`config.mk`:
```
export PLATFORM = sky130hd
export DESIGN_NAME = program_loader
export DESIGN_NICKNAME = d
export VERILOG_FILES = /design/src/rtl/program_loader_pkg.sv /design/src/rtl/loader_timeout_counter.sv /design/src/rtl/program_loader.sv
export SDC_FILE = /design/constraint.sdc
export NUM_CORES = 1
export LEC_CHECK = 0
export CAP_MARGIN = 10
export CORE_UTILIZATION = 51
export DETAILED_ROUTE_END_ITERATION = 10
export GPL_TIMING_DRIVEN = 0
export PLACE_DENSITY_LB_ADDON = 0.15
export SLEW_MARGIN = 20
export SYNTH_ARGS = -nofsm -noshare
export SYNTH_HDL_FRONTEND = slang
export SYNTH_HIERARCHICAL = 1
export SYNTH_SLANG_ARGS = --single-unit
```
`constraint.sdc`:
```
create_clock -name clock -period 1.85 [get_ports clock]
set_input_delay 0.37 -clock clock [delete_from_list [all_inputs] [get_ports clock]]
set_output_delay 0.37 -clock clock [all_outputs]
set_load 0.005 [all_outputs]
```
`src/rtl/program_loader_pkg.sv`:
```
// rtl/program_loader_pkg.sv - shared types and constants for the program loader
package program_loader_pkg;

  localparam int WORD_W = 16;

  typedef enum logic [2:0] {
    IDLE,
    LEN_HI,
    LEN_LO,
    DATA_HI,
    DATA_LO,
    CHECK,
    DONE,
    ERR
  } state_t;

  localparam logic [1:0] ERR_NONE    = 2'd0;
  localparam logic [1:0] ERR_LEN     = 2'd1;
  localparam logic [1:0] ERR_CSUM    = 2'd2;
  localparam logic [1:0] ERR_TIMEOUT = 2'd3;

  // States in which the loader is waiting for a stream byte.
  function automatic logic is_rx_state(input state_t s);
    return (s == LEN_HI) || (s == LEN_LO) || (s == DATA_HI) ||
           (s == DATA_LO) || (s == CHECK);
  endfunction

endpackage

```
`src/rtl/loader_timeout_counter.sv`:
```
// rtl/loader_timeout_counter.sv - idle-cycle counter that flags a stalled stream
module loader_timeout_counter #(
  parameter int TIMEOUT = 1024
) (
  input  logic clock,
  input  logic reset,
  input  logic enable,
  input  logic clear,
  output logic expired
);

  localparam int CW = $clog2(TIMEOUT + 1);

  logic [CW-1:0] count;

  // Saturates at TIMEOUT so expired stays asserted until cleared.
  always_ff @(posedge clock or negedge reset) begin
    if (!reset) begin
      count <= '0;
    end else if (clear) begin
      count <= '0;
    end else if (enable && !expired) begin
      count <= count + CW'(1);
    end
  end

  assign expired = (count == CW'(TIMEOUT));

endmodule

```
`src/rtl/program_loader.sv`:
```
// rtl/program_loader.sv - streams a length-prefixed image into instruction memory
module program_loader
  import program_loader_pkg::*;
#(
  parameter int MEM_WORDS = 256,
  parameter int TIMEOUT   = 1024
) (
  input  logic              clock,
  input  logic              reset,
  input  logic              load_start,
  input  logic              rx_valid,
  input  logic [7:0]        rx_byte,
  output logic              rx_ready,
  output logic              imem_we,
  output logic [15:0]       imem_addr,
  output logic [WORD_W-1:0] imem_wdata,
  output logic              cpu_hold,
  output logic              done,
  output logic              error,
  output logic [1:0]        err_code
);

  localparam int IDX_W = $clog2(MEM_WORDS + 1);

  state_t            state;
  state_t            state_nxt;
  logic              accept;
  logic              start;
  logic [1:0]        err_set;
  logic [7:0]        len_hi;
  logic [15:0]       len;
  logic [15:0]       len_rx;
  logic [7:0]        data_hi;
  logic [7:0]        csum;
  logic [IDX_W-1:0]  index;
  logic              timer_enable;
  logic              timer_clear;
  logic              timer_expired;

  assign rx_ready = is_rx_state(state);
  assign accept   = rx_valid && rx_ready;
  assign len_rx   = {len_hi, rx_byte};

  loader_timeout_counter #(
    .TIMEOUT (TIMEOUT)
  ) u_timeout (
    .clock   (clock),
    .reset   (reset),
    .enable  (timer_enable),
    .clear   (timer_clear),
    .expired (timer_expired)
  );

  always_ff @(posedge clock or negedge reset) begin
    if (!reset) begin
      state <= IDLE;
    end else begin
      state <= state_nxt;
    end
  end

  always_comb begin
    state_nxt    = state;
    start        = 1'b0;
    err_set      = ERR_NONE;
    timer_enable = rx_ready && !accept;
    timer_clear  = !rx_ready || accept;
    done         = (state == DONE);
    error        = (state == ERR);
    cpu_hold     = (state != DONE);

    case (state)
      IDLE, DONE, ERR: begin
        if (load_start) begin
          state_nxt = LEN_HI;
          start     = 1'b1;
        end
      end
      LEN_HI: begin
        if (accept) state_nxt = LEN_LO;
      end
      LEN_LO: begin
        if (accept) begin
          if (len_rx == 16'd0) begin
            state_nxt = CHECK;
          end else if (len_rx > 16'(MEM_WORDS)) begin
            state_nxt = ERR;
            err_set   = ERR_LEN;
          end else begin
            state_nxt = DATA_HI;
          end
        end
      end
      DATA_HI: begin
        if (accept) state_nxt = DATA_LO;
      end
      DATA_LO: begin
        if (accept) begin
          state_nxt = (16'(index) + 16'd1 == len) ? CHECK : DATA_HI;
        end
      end
      CHECK: begin
        if (accept) begin
          if (rx_byte == csum) begin
            state_nxt = DONE;
          end else begin
            state_nxt = ERR;
            err_set   = ERR_CSUM;
          end
        end
      end
      default: state_nxt = IDLE;
    endcase

    // A byte arriving on the expiry cycle still counts; only a silent stream times out.
    if (rx_ready && !accept && timer_expired) begin
      state_nxt = ERR;
      err_set   = ERR_TIMEOUT;
    end
  end

  always_ff @(posedge clock or negedge reset) begin
    if (!reset) begin
      imem_we    <= 1'b0;
      imem_addr  <= 16'd0;
      imem_wdata <= '0;
      err_code   <= ERR_NONE;
      len_hi     <= 8'd0;
      len        <= 16'd0;
      data_hi    <= 8'd0;
      csum       <= 8'd0;
      index      <= '0;
    end else begin
      imem_we <= 1'b0;
      if (start) begin
        index    <= '0;
        csum     <= 8'd0;
        err_code <= ERR_NONE;
      end
      if (err_set != ERR_NONE) begin
        err_code <= err_set;
      end
      if (accept) begin
        case (state)
          LEN_HI: len_hi <= rx_byte;
          LEN_LO: len    <= len_rx;
          DATA_HI: begin
            data_hi <= rx_byte;
            csum    <= csum ^ rx_byte;
          end
          DATA_LO: begin
            imem_we    <= 1'b1;
            imem_wdata <= {data_hi, rx_byte};
            imem_addr  <= 16'({index, 1'b0});
            index      <= index + IDX_W'(1);
            csum       <= csum ^ rx_byte;
          end
          default: ;
        endcase
      end
    end
  end

endmodule

```
**Yosys cells after proc, flatten, opt, wreduce, memory -nomap -nowiden**

Cells that the tools add are included.

- Bits of input ports: 12
- Register bits: 91
- Output and inout port bits: 39
- Word-level logic and storage cells: 90

- Bitwise logic cells: 1
- Add/subtract/negate cells: 3
- Reductions and logical operators: 24
- Order comparisons: 1
- Equality and inequality tests: 17
- Muxes and demuxes: 33

Operators with widths:

| cell | count |
|---|---|
| $mux 3 | 10 |
| $mux 9 | 3 |
| $mux 8 | 3 |
| $mux 11 | 2 |
| $pmux 3 s6 | 1 |
| $eq 10x16->1 | 1 |
| $gt 16x9->1 const B | 1 |
| $logic_not 16->1 | 1 |
| $ne 3x2->1 const B | 5 |
| $eq 3x3->1 const B | 4 |
| $add 11x1->11 const B | 1 |
| $eq 11x11->1 const B | 1 |
| $add 9x1->10 const B | 1 |
| $mux 2 | 5 |
| $add 9x1->9 const B | 1 |
| $eq 8x8->1 | 1 |
| $mux 1 | 8 |
| $reduce_and 2->1 | 4 |
| $xor 8x8->8 | 1 |
| $eq 3x2->1 const B | 2 |
| $ne 3x3->1 const B | 2 |
| $reduce_and 6->1 | 1 |
| $reduce_bool 2->1 | 3 |
| $logic_or 1x1->1 | 5 |
| other kinds (7) | 12 |

**Longest topological paths before layout**

- Word-level depth: 12
- Gate-level depth with buffers: 9
- Mapped depth without buffers: 9

**Modules after synthesis**

The synthesis kept the hierarchy.

Modules (own cells, without submodules):

| module | sequential area each (um^2) | area an instance (um^2) | cells an instance | times used |
|---|---|---|---|---|
| program_loader | 2001.9 | 3843.7 | 380 | 1 |
| loader_timeout_counter | 275.3 | 705.7 | 78 | 1 |

**Least setup slack after synthesis**

Ideal clock, no wire load.

- Path kind: register to register
- From: register state[1]
- To: register u_timeout.count[10]
- Library setup time: 0.078 ns
- Buffers on the path: 2
- Data required time: 1.772 ns
- Slack: -0.036 ns
- Cell stages (with the launch flop): 8
- Period minus slack after synthesis: 1.886 ns
- Arrival time: 1.808 ns
- Cells stage by stage: dfrtp_1 buf_6 a21o_1 nor2_1 buf_2 nand4_1 or4_1 a21oi_1

- Word-level cells in the longest chain between the ends: 10
- Elaborated cells between the ends (all ways): 17
- Classes of those cells: eq/ne: 5; mux: 1; reduce/logical: 11

Ends and longest elaborated chain:

| item | line | source |
|---|---|---|
| start: declaration | program_loader.sv:25 | `state_t state;` |
| start signal: assignment | program_loader.sv:58 | `state <= state_nxt;` |
| $eq 3x1->1 / $eq 3x2->1 (equally long branches) | program_loader_pkg.sv:24 | `return (s == LEN_HI) \|\| (s == LEN_LO) \|\| (s == DATA_HI) \|\|` |
| $logic_or 1x1->1 (3 in a row) | program_loader_pkg.sv:24 |  |
| $logic_or 1x1->1 (*) | program_loader_pkg.sv:25 | `(s == DATA_LO) \|\| (s == CHECK);` |
| $logic_and 1x1->1 | program_loader.sv:41 | `assign accept = rx_valid && rx_ready;` |
| $logic_not 1->1 | program_loader.sv:66 | `timer_enable = rx_ready && !accept;` |
| $logic_and 1x1->1 (*) | program_loader.sv:66 |  |
| via timer_enable | program_loader.sv:36 | `logic timer_enable;` |
| $logic_and 1x1->1 (*) | loader_timeout_counter.sv:22 | `end else if (enable && !expired) begin` |
| $reduce_bool 2->1 (no source line) (*) | - |  |
| end signal: assignment | loader_timeout_counter.sv:23 | `count <= count + CW'(1);` |
| end: declaration | loader_timeout_counter.sv:14 | `logic [CW-1:0] count;` |

Mark *: on every way through the listed nets, which the timed path passes. The rest lies on a longest branch.
A chain may end at the register's enable or synchronous reset.

**Worst setup path in the final report**

- From: register state[2]
- To: register u_timeout.count[5]

Same word-level chain as after synthesis.

==> impl_results.md <==
* Cell area power density at 1400 mW/mm^2
* Antenna Diode Count at 0
* Number of synthesis warnings at 6
* Category of cells accounting for the largest share of critical-path delay: simple AND/OR/NAND/NOR gates
* Max-slew violation count at 0
* Count of buffering cells on the critical path with inverters included at 3
* Share of the clock period used by the worst path at 104%
* Share of the synthesized area in the top cell type at 50.1%
* Logic gate share of total power at 39.8%
* Number of failing setup endpoints in the final timing report at 8
* Post-route total power at a little under 8 mW
* Category of the worst setup path launch point: register
* Max clock buf depth at 2
* Prevailing post-synth register cell: sky130_fd_sc_hd__dfrtp_1
* Slew @ Worst Pin at 508 ps
* Layout area overhead at 24.0%
* Die H at 96.4 um
* Largest driver fanout on the critical path at 6
* Violated checks: setup timing
* Worst path arrival time at approximately 2200 ps
* Remaining number of nets flagged by the antenna check after routing at 0
* DP Area at 0.00517 sq mm
* Total number of vias at 3,538
* Via count of the first global-routing pass at 3,311
* Library cell occupying the most area in the post-synthesis netlist: sky130_fd_sc_hd__dfrtp_1
* Number of buffers added on ports at 43
* # clock sinks at 91
* Clk pin slew, worst setup/hold paths at 80 ps
* Starting density of the core at 52.4%
* Buffer cell driving the clock tree root: sky130_fd_sc_hd__clkbuf_8
* Antenna violations before repair at 0
* Placer's final routability congestion estimate at 0.798
* Estimated wirelength of the detail-placed design at 6780 um
* Final design utilization at 65.0%
* Area inside the core boundary at just under 0.009 sq mm
* Floorplan row count at 34
* Pin count of the biggest net entering global routing at 69
* Die Footprint at 0.00930 sq mm
* Remaining Overflow, GRT at 0
* CTS tree: yes
* DRC marker count from the first detailed-route iteration at 195
* TritonCTS Buffers at 9
* Number of H-tree branching levels at 3
* Sequential share of power at 40.8%
* Reported net switching power at 2.65 mW
* VDD IR max at between 500 and 600 uV
* Number of nets in the final layout at about 550
* Wirelength per Cell at 15.6 um
* Type of the tightest min-delay check: in -> async
* Clock latency of the later-clocked register in the worst-skew pair at 350 ps
* EDFF count, synth at 0
* Number of hold-slack violations in the final timing report at 0
* Setup repair after global routing missed its margin: yes
* Fin worst setup slack at -69.7 ps
* Register bit count reported by yosys at 91
* Highest-delay cell along the critical path: sky130_fd_sc_hd__or4_1
* Number of library cell types mapped by synthesis at 56
* Count of TritonRoute iterations in the first routing pass at 4
* Count of boundary I/O pins at 51
* Layout cells sized above 1 at 22.0%
* Fin crit period at 1920 ps
* Largest stage delay, worst path at 530 ps
* Switching share of total power at 33.7%
* Proportion of synthesized flip-flops having asynchronous set or reset at 100%
* Layout Skew at 9.36 ps
* Internal power consumption at ~5.2 mW
* Outcome: complete, but fails checks
* Cell breakdown of the critical path: buf_6 -> a21o_4 -> nor2_4 -> buf_6 -> inv_1 -> or4_1 -> a21oi_1
* Maximum operating frequency at around 520 MHz
* Clk network pwr share at 19.4%
* Max-Slew Margin vs Limit at 65.9%
* Leading cell type in the layout, fill and taps excluded: sky130_fd_sc_hd__nand2_1
* Final Routed Wirelength at 10,100 um
* Commonest cells after routing, fill and taps aside: sky130_fd_sc_hd__nand2_1 (95), sky130_fd_sc_hd__dfrtp_1 (88), sky130_fd_sc_hd__mux2_2 (34)
* Total global-route track usage at a little under a quarter
* First-pass GRT wire length at 16,400 um
* Sequential element share of the synthesized area at 50.1%
* Required time reported for the critical path endpoint at 2120 ps
* DRC violation count after routing at 0
* Largest cells by area after synthesis: sky130_fd_sc_hd__dfrtp_1 (50%), sky130_fd_sc_hd__mux2_2 (8.4%), sky130_fd_sc_hd__nand2_1 (8.0%)
* Max-cap viol count at 0
* Start-to-end type of the worst setup path: reg -> reg
* Instance count of the mapped netlist at 458
* Post-Syn Area per Cell at just under 10 sq um
* Post-synth design cell area at around 0.0045 sq mm
* Final non-filler cell area at 0.00564 sq mm
* X dimension of the die at 96.4 um
* Endpoint type of the worst setup path: register
* Most frequent cell on the critical path: sky130_fd_sc_hd__buf_6
* Mean number of vias per cell at 5.49
* Static leakage at ~2.6 nW
sequential cells by signal (all words and copies together), names as in the netlist:
name,count
err_code,2
csum,8
data_hi,8
len_hi,8
len,16
imem_addr,9
imem_wdata,16
index,9
u_timeout/count,11
state,3
imem_we,1
area by class of cell:
cell class / count / area [sq um]
Buffer: 27 / 196
Clock buffer: 12 / 155
Clock inverter: 4 / 72.6
Fill cell: 718 / 3040
Inverter: 9 / 36.3
Multi-Input combinational cell: 337 / 2220
Sequential cell: 91 / 2280
Tap cell: 108 / 135
Timing Repair Buffer: 57 / 547
metrics by stage:
stage | cells | setup slack, ps | hold slack [ps] | TNS (ps)
2_1_floorplan | 464 | 22.1 | 74.4 | 0
3_3_place_gp | 615 | -2930 | 443 | -289890
3_5_place_dp | 616 | -784 | 244 | -26490
4_1_cts | 642 | -39.2 | 433 | -136
5_1_grt | 645 | -147 | 458 | -1630
6_report | 645 | -69.7 | 435 | -303
worst register-to-register path: cells and delay by family, from the launching register on:
kind / cells / cell delay [ps]
buffers and inverters: 3 / 380
AO/OA/AOI/OAI: 2 / 400
flip-flops: 1 / 420
AND/OR/NAND/NOR: 2 / 640
cells in the mapped netlist, drive strengths merged (2+ instances only):
cell type	count
a211oi	2
a21oi	16
a31o	2
and2	8
and3	7
buf	20
clkbuf	7
dfrtp	91
ha	3
inv	9
mux2	34
nand2	97
nand2b	4
nand3	11
nand3b	4
nand4	7
nor2	27
nor2b	5
nor3b	3
nor4	9
o21ai	27
o221ai	2
o31ai	7
or3	5
or4	5
xnor2	14
xor2	17
worst paths after layout:
| path | startpoint | end | slack (ps) | cells past startpoint |
|---|---|---|---|---|
| max | state[2] | u_timeout/count[5] | -70 | 7 |
| max reg2reg | state[2] | u_timeout/count[5] | -70 | 7 |
| min in group clock | data_hi[5] | imem_wdata[13] | 470 | 2 |
| min | reset | imem_we | 440 | 2 |
| min reg2reg | data_hi[5] | imem_wdata[13] | 470 | 2 |
| max in group asynchronous | reset | u_timeout/count[0] | 810 | 3 |
power by group through the flow:
stage	sequential, mW	combinational [mW]	clock, mW
floorplan	3.14	1.82	0
finish	3.21	3.13	1.53
global route	3.32	3.45	1.63
detailed placement	3.23	2.79	0
global placement	3.20	2.71	0
CTS	3.21	3.04	1.55
metal layers:
metal / up-vias / wire (um) / GRT usage (%)
met5: - / 0 / 0
met4: 0 / 119 / 7.84
met3: 13 / 291 / 3.13
met2: 65 / 5060 / 37.6
met1: 1758 / 4580 / 32.1
li1: 1702 / - / -
cells by family after synthesis:
family | Yosys count | synth area share, %
other | 1 | 0.0824
buffers and inverters | 36 | 4.37
AND/OR/NAND/NOR | 199 | 21.9
flip-flops | 91 | 50.1
AO/OA/AOI/OAI | 63 | 8.39
XOR/XNOR | 31 | 5.97
adder cells (fa/ha/maj) | 3 | 0.825
multiplexers | 34 | 8.42
what timing repair did:
| action | 4_1_cts | 5_1_grt |
|---|---|---|
| hold buffers | 1 | 0 |
| pin swaps | 4 | 6 |
| endpoints found under the setup margin | 48 | 49 |
| hold endpoints to repair | 23 | 0 |
| buffers inserted | 9 | 3 |
| resized for setup | 40 | 18 |
(Power assumes the default switching activity.)
==> patch 1, RTL diff (same flow settings) <==
`TIMEOUT` is set to 1024 in 2 places; all go to 512.
--- a/src/rtl/loader_timeout_counter.sv
+++ b/src/rtl/loader_timeout_counter.sv
@@ -1,6 +1,6 @@
 // rtl/loader_timeout_counter.sv - idle-cycle counter that flags a stalled stream
 module loader_timeout_counter #(
-  parameter int TIMEOUT = 1024
+  parameter int TIMEOUT = 512
 ) (
   input  logic clock,
   input  logic reset,
--- a/src/rtl/program_loader.sv
+++ b/src/rtl/program_loader.sv
@@ -3,7 +3,7 @@
   import program_loader_pkg::*;
 #(
   parameter int MEM_WORDS = 256,
-  parameter int TIMEOUT   = 1024
+  parameter int TIMEOUT   = 512
 ) (
   input  logic              clock,
   input  logic              reset,
Behaviour: no difference found for any inputs over 10 cycles, from zero or initial values and one cycle with reset low; that may be too few to reach the edited logic, so the function may still have changed.
==> patch 1 against the original RTL <==
Sequential cell count decreased by 1; power fell by 0.17%; largest cell class unchanged; fmax up 0.38%; synthesized area is 2.2% lower; combinational power increased by 6%; worst setup slack gained 7.3 ps; routed wire length shrank 0.49%; highest routed layer unchanged; sequential share of layout area shrank 0.63 points; final area rose by 0.53%; non-clock buffer count up 19; the run still ends with setup timing left; synthesized cell count is 2.6% lower; via count is 0.93% higher; count of clock-buffer cells in the layout is 3 lower; hold slack better by 13 ps.
==> patch 1: results <==
[sta]
fin_tns_setup_ps = -160.5
clock_skew_ps = 10.34
hold_slack_ps = 448.1
postLayoutSetupSlackWorst_ps = -62.43
setup_viol = 4

[finish]
sh_seq_area_pct = 39.79
final-clk-cell-share_pct = 3.617
top_regs = imem_wdata (16), len (16), u_timeout/count (10)
nNetsFinal = 554
stdcell_area_sq_mm = 0.005673
drive_gt1_share_pct = 26.84
nNonClkInverters = 10
final-nonclk-buf-share_pct = 15.73
nFillCells = 678
final_cell_count_no_fill = 649

[place]
placed_area_sq_mm = 0.005059
pre_cts_slack_ps = -560.1
gp_congestion = 0.8329
dp.cells = 601
dp_hpwl_um = 6480

[logic_synthesis]
synth-seq-cells = 90
synth_top_area_share_pct = 50.62
ys_types = 53
avgSynthCellArea_sq_um = 9.976
synth_xor_area_share_pct = 6.496
synthTopCellsByArea = dfrtp_1 (51%), mux2_2 (8.4%), nand2_1 (8.0%)
synth_compound_area_share_pct = 7.565
synth_top_cells_by_count = nand2_1 (95), dfrtp_1 (90), mux2_2 (33)
ys_seq_area_share_pct = 50.62

[global_routing]
grt_max_degree = 60
grt_pass1_vias = 3230
grt_pass1_wl_um = 16010

[pwr]
vdd_drop_max_v = 0.0007506
p_comb_mw = 3.32
p_sw_share_pct = 35.35
power.density_mw_per_mm2 = 1386

[outcome]
violations = setup timing
status = finished with violations

[setup_path]
slowest_stage = dfrtp_2
r2r-end = u_timeout/count[9]
reg2reg_from = state[1]
crit_fanout = 5
arrival_ps = 2170
reg2regPathDepth = 8

[clock_network]
clk_latency_ps = 370
path_clk_slew_ps = 100

[routing]
post_drt_wl_per_cell_um = 15.42
viasPerCell = 5.502
drtIter0Drc = 133

[worst_hold_path]
hp-class = input pin to register
==> patch 1: metal layers <==
metal	up-vias	GRT usage (%)	routed length (um)
met1	1797	31.61	4634
met4	0	6.468	104
li1	1694	-	-
met3	8	4.147	365
met2	72	38.51	4900
met5	-	0	0
==> patch 1: how the worst max path moves through the flow <==
stage / cells past startpoint / start / to / slack (ps)
after detailed placement: 6 / rx_byte[7] / err_code[1] / -560
final: 8 / state[1] / u_timeout/count[9] / -60
after global routing: 8 / state[1] / u_timeout/count[9] / -140
after CTS: 8 / state[1] / u_timeout/count[9] / -100
after floorplan: 7 / state[1] / u_timeout/count[9] / -4
after global placement: 1 / reset / csum[2] / -2840
==> patch 1: worst max-delay path, delay by kind of cell (launching register included) <==
kind            cells  cell delay (ps)
compound gates      1              230
buf+inv             3              440
flops               1              450
mux                 1              320
simple gates        3              370
==> patch 2, RTL diff (same settings) <==
Made on the original files. Make the reset (`reset`) synchronous in 3 clocked blocks.
--- a/src/rtl/loader_timeout_counter.sv
+++ b/src/rtl/loader_timeout_counter.sv
@@ -14,7 +14,7 @@
   logic [CW-1:0] count;
 
   // Saturates at TIMEOUT so expired stays asserted until cleared.
-  always_ff @(posedge clock or negedge reset) begin
+  always_ff @(posedge clock) begin
     if (!reset) begin
       count <= '0;
     end else if (clear) begin
--- a/src/rtl/program_loader.sv
+++ b/src/rtl/program_loader.sv
@@ -51,7 +51,7 @@
     .expired (timer_expired)
   );
 
-  always_ff @(posedge clock or negedge reset) begin
+  always_ff @(posedge clock) begin
     if (!reset) begin
       state <= IDLE;
     end else begin
@@ -119,7 +119,7 @@
     end
   end
 
-  always_ff @(posedge clock or negedge reset) begin
+  always_ff @(posedge clock) begin
     if (!reset) begin
       imem_we    <= 1'b0;
       imem_addr  <= 16'd0;
Formal check against the unedited RTL: differs if reset is asserted again (counterexample within 4 cycles, from zero or initial values and one cycle with reset low); with reset held inactive, the same outputs for 10 cycles.
==> patch 2 against the original RTL <==
The flow still finishes with violations (setup timing); fmax rose by 1.7%; routed wire length increased by 8.9%; final area down 3.3%; critical path depth did not move; synthesized area decreased by 4.4%; via count up 16%; sequential cell count is the same; worst setup slack gained 31 ps.
Power is not compared: it rests on default switching activity, and its combinational part moved more than twofold at a synthesized area within 25%.
==> patch 2: results <==
[clock_network]
root_buffer = clkbuf_8

[finish]
final_cell_count_no_fill = 734
nFillCells = 693
final-nonclk-buf-share_pct = 14.74
drive_gt1_share_pct = 15.90
regArea_sq_mm = 0.001846
num-multi-input-gates = 413
nNetsFinal = 639
final-clk-cell-share_pct = 4.059
buffers = 102
multi_input_area_share_pct = 44.49
clockBufferCount = 9
nNonClkInverters = 7

[global_routing]
use_met3_pct = 3.704
grt_pass1_wl_um = 17410
grt_use_met1_pct = 32.85
met2_usage_pct = 41.18
grt_max_degree = 17
grt_usage_pct = 24.99

[sta]
clock_skew_ps = 8.030
postLayoutSetupSlackWorst_ps = -38.38
hold_slack_ps = 399.2
setup_viol = 2
fin_tns_setup_ps = -56.63

[logic_synthesis]
muxShareOfSynthArea_pct = 2.072
ys_seq_area_share_pct = 41.90
async_flop_share_pct = 0
ys_types = 58
synth_fa_ha_area_share_pct = 0.8633
synthTopCellsByArea = dfxtp_1 (42%), nand2_1 (11%), a21oi_1 (8.1%)
synth_cells = 552
synth_top_cells_by_count = nand2_1 (123), dfxtp_1 (91), a21oi_1 (70)

[routing]
met2_length_um = 5400
met1_length_um = 4876
viasPerCell = 5.579
drtPass1Iterations = 5
route.met3.wl_um = 475
totalWireLength_um = 10950

[place]
io_buffer_count = 35
pre_cts_slack_ps = -709.1
dp.cells = 698
gp_congestion = 0.8520

[outcome]
status = finished with violations
violations = setup timing

[setup_path]
r2r-end = state[2]
crit_fanout = 5
slowest_delay_ps = 550
startpoint = u_timeout/count[4]

[worst_hold_path]
hp-class = input pin to register

[pwr]
finalPower_mw = 3.992
patch 2: changes by cell type after synthesis, moves of 6 or more:
| cell | delta |
|---|---|
| dfrtp_1 | -91 |
| dfxtp_1 | +91 |
| a21oi_1 | +54 |
| mux2_2 | -34 |
| nand2_1 | +26 |
| clkbuf_1 | +23 |
| o21ai_0 | -10 |
| mux2i_1 | +9 |
| nor3_1 | +6 |
patch 2: repair_timing:
| action | CTS | global route |
|---|---|---|
| endpoints found under the setup margin | 68 | 59 |
| gates resized for setup | 38 | 36 |
| pin swaps | 3 | 6 |
| hold endpoints to repair | 0 | 0 |
| setup buffers | 6 | 14 |
| cloned | 0 | 1 |
patch 2: kinds of logic after synthesis:
kind of cell / count (synthesis)
AND/OR/NAND/NOR: 246
AO/OA/AOI/OAI: 121
flip-flops: 91
buffers and inverters: 54
XOR/XNOR: 27
multiplexers: 9
adder cells (fa/ha/maj): 3
other: 1
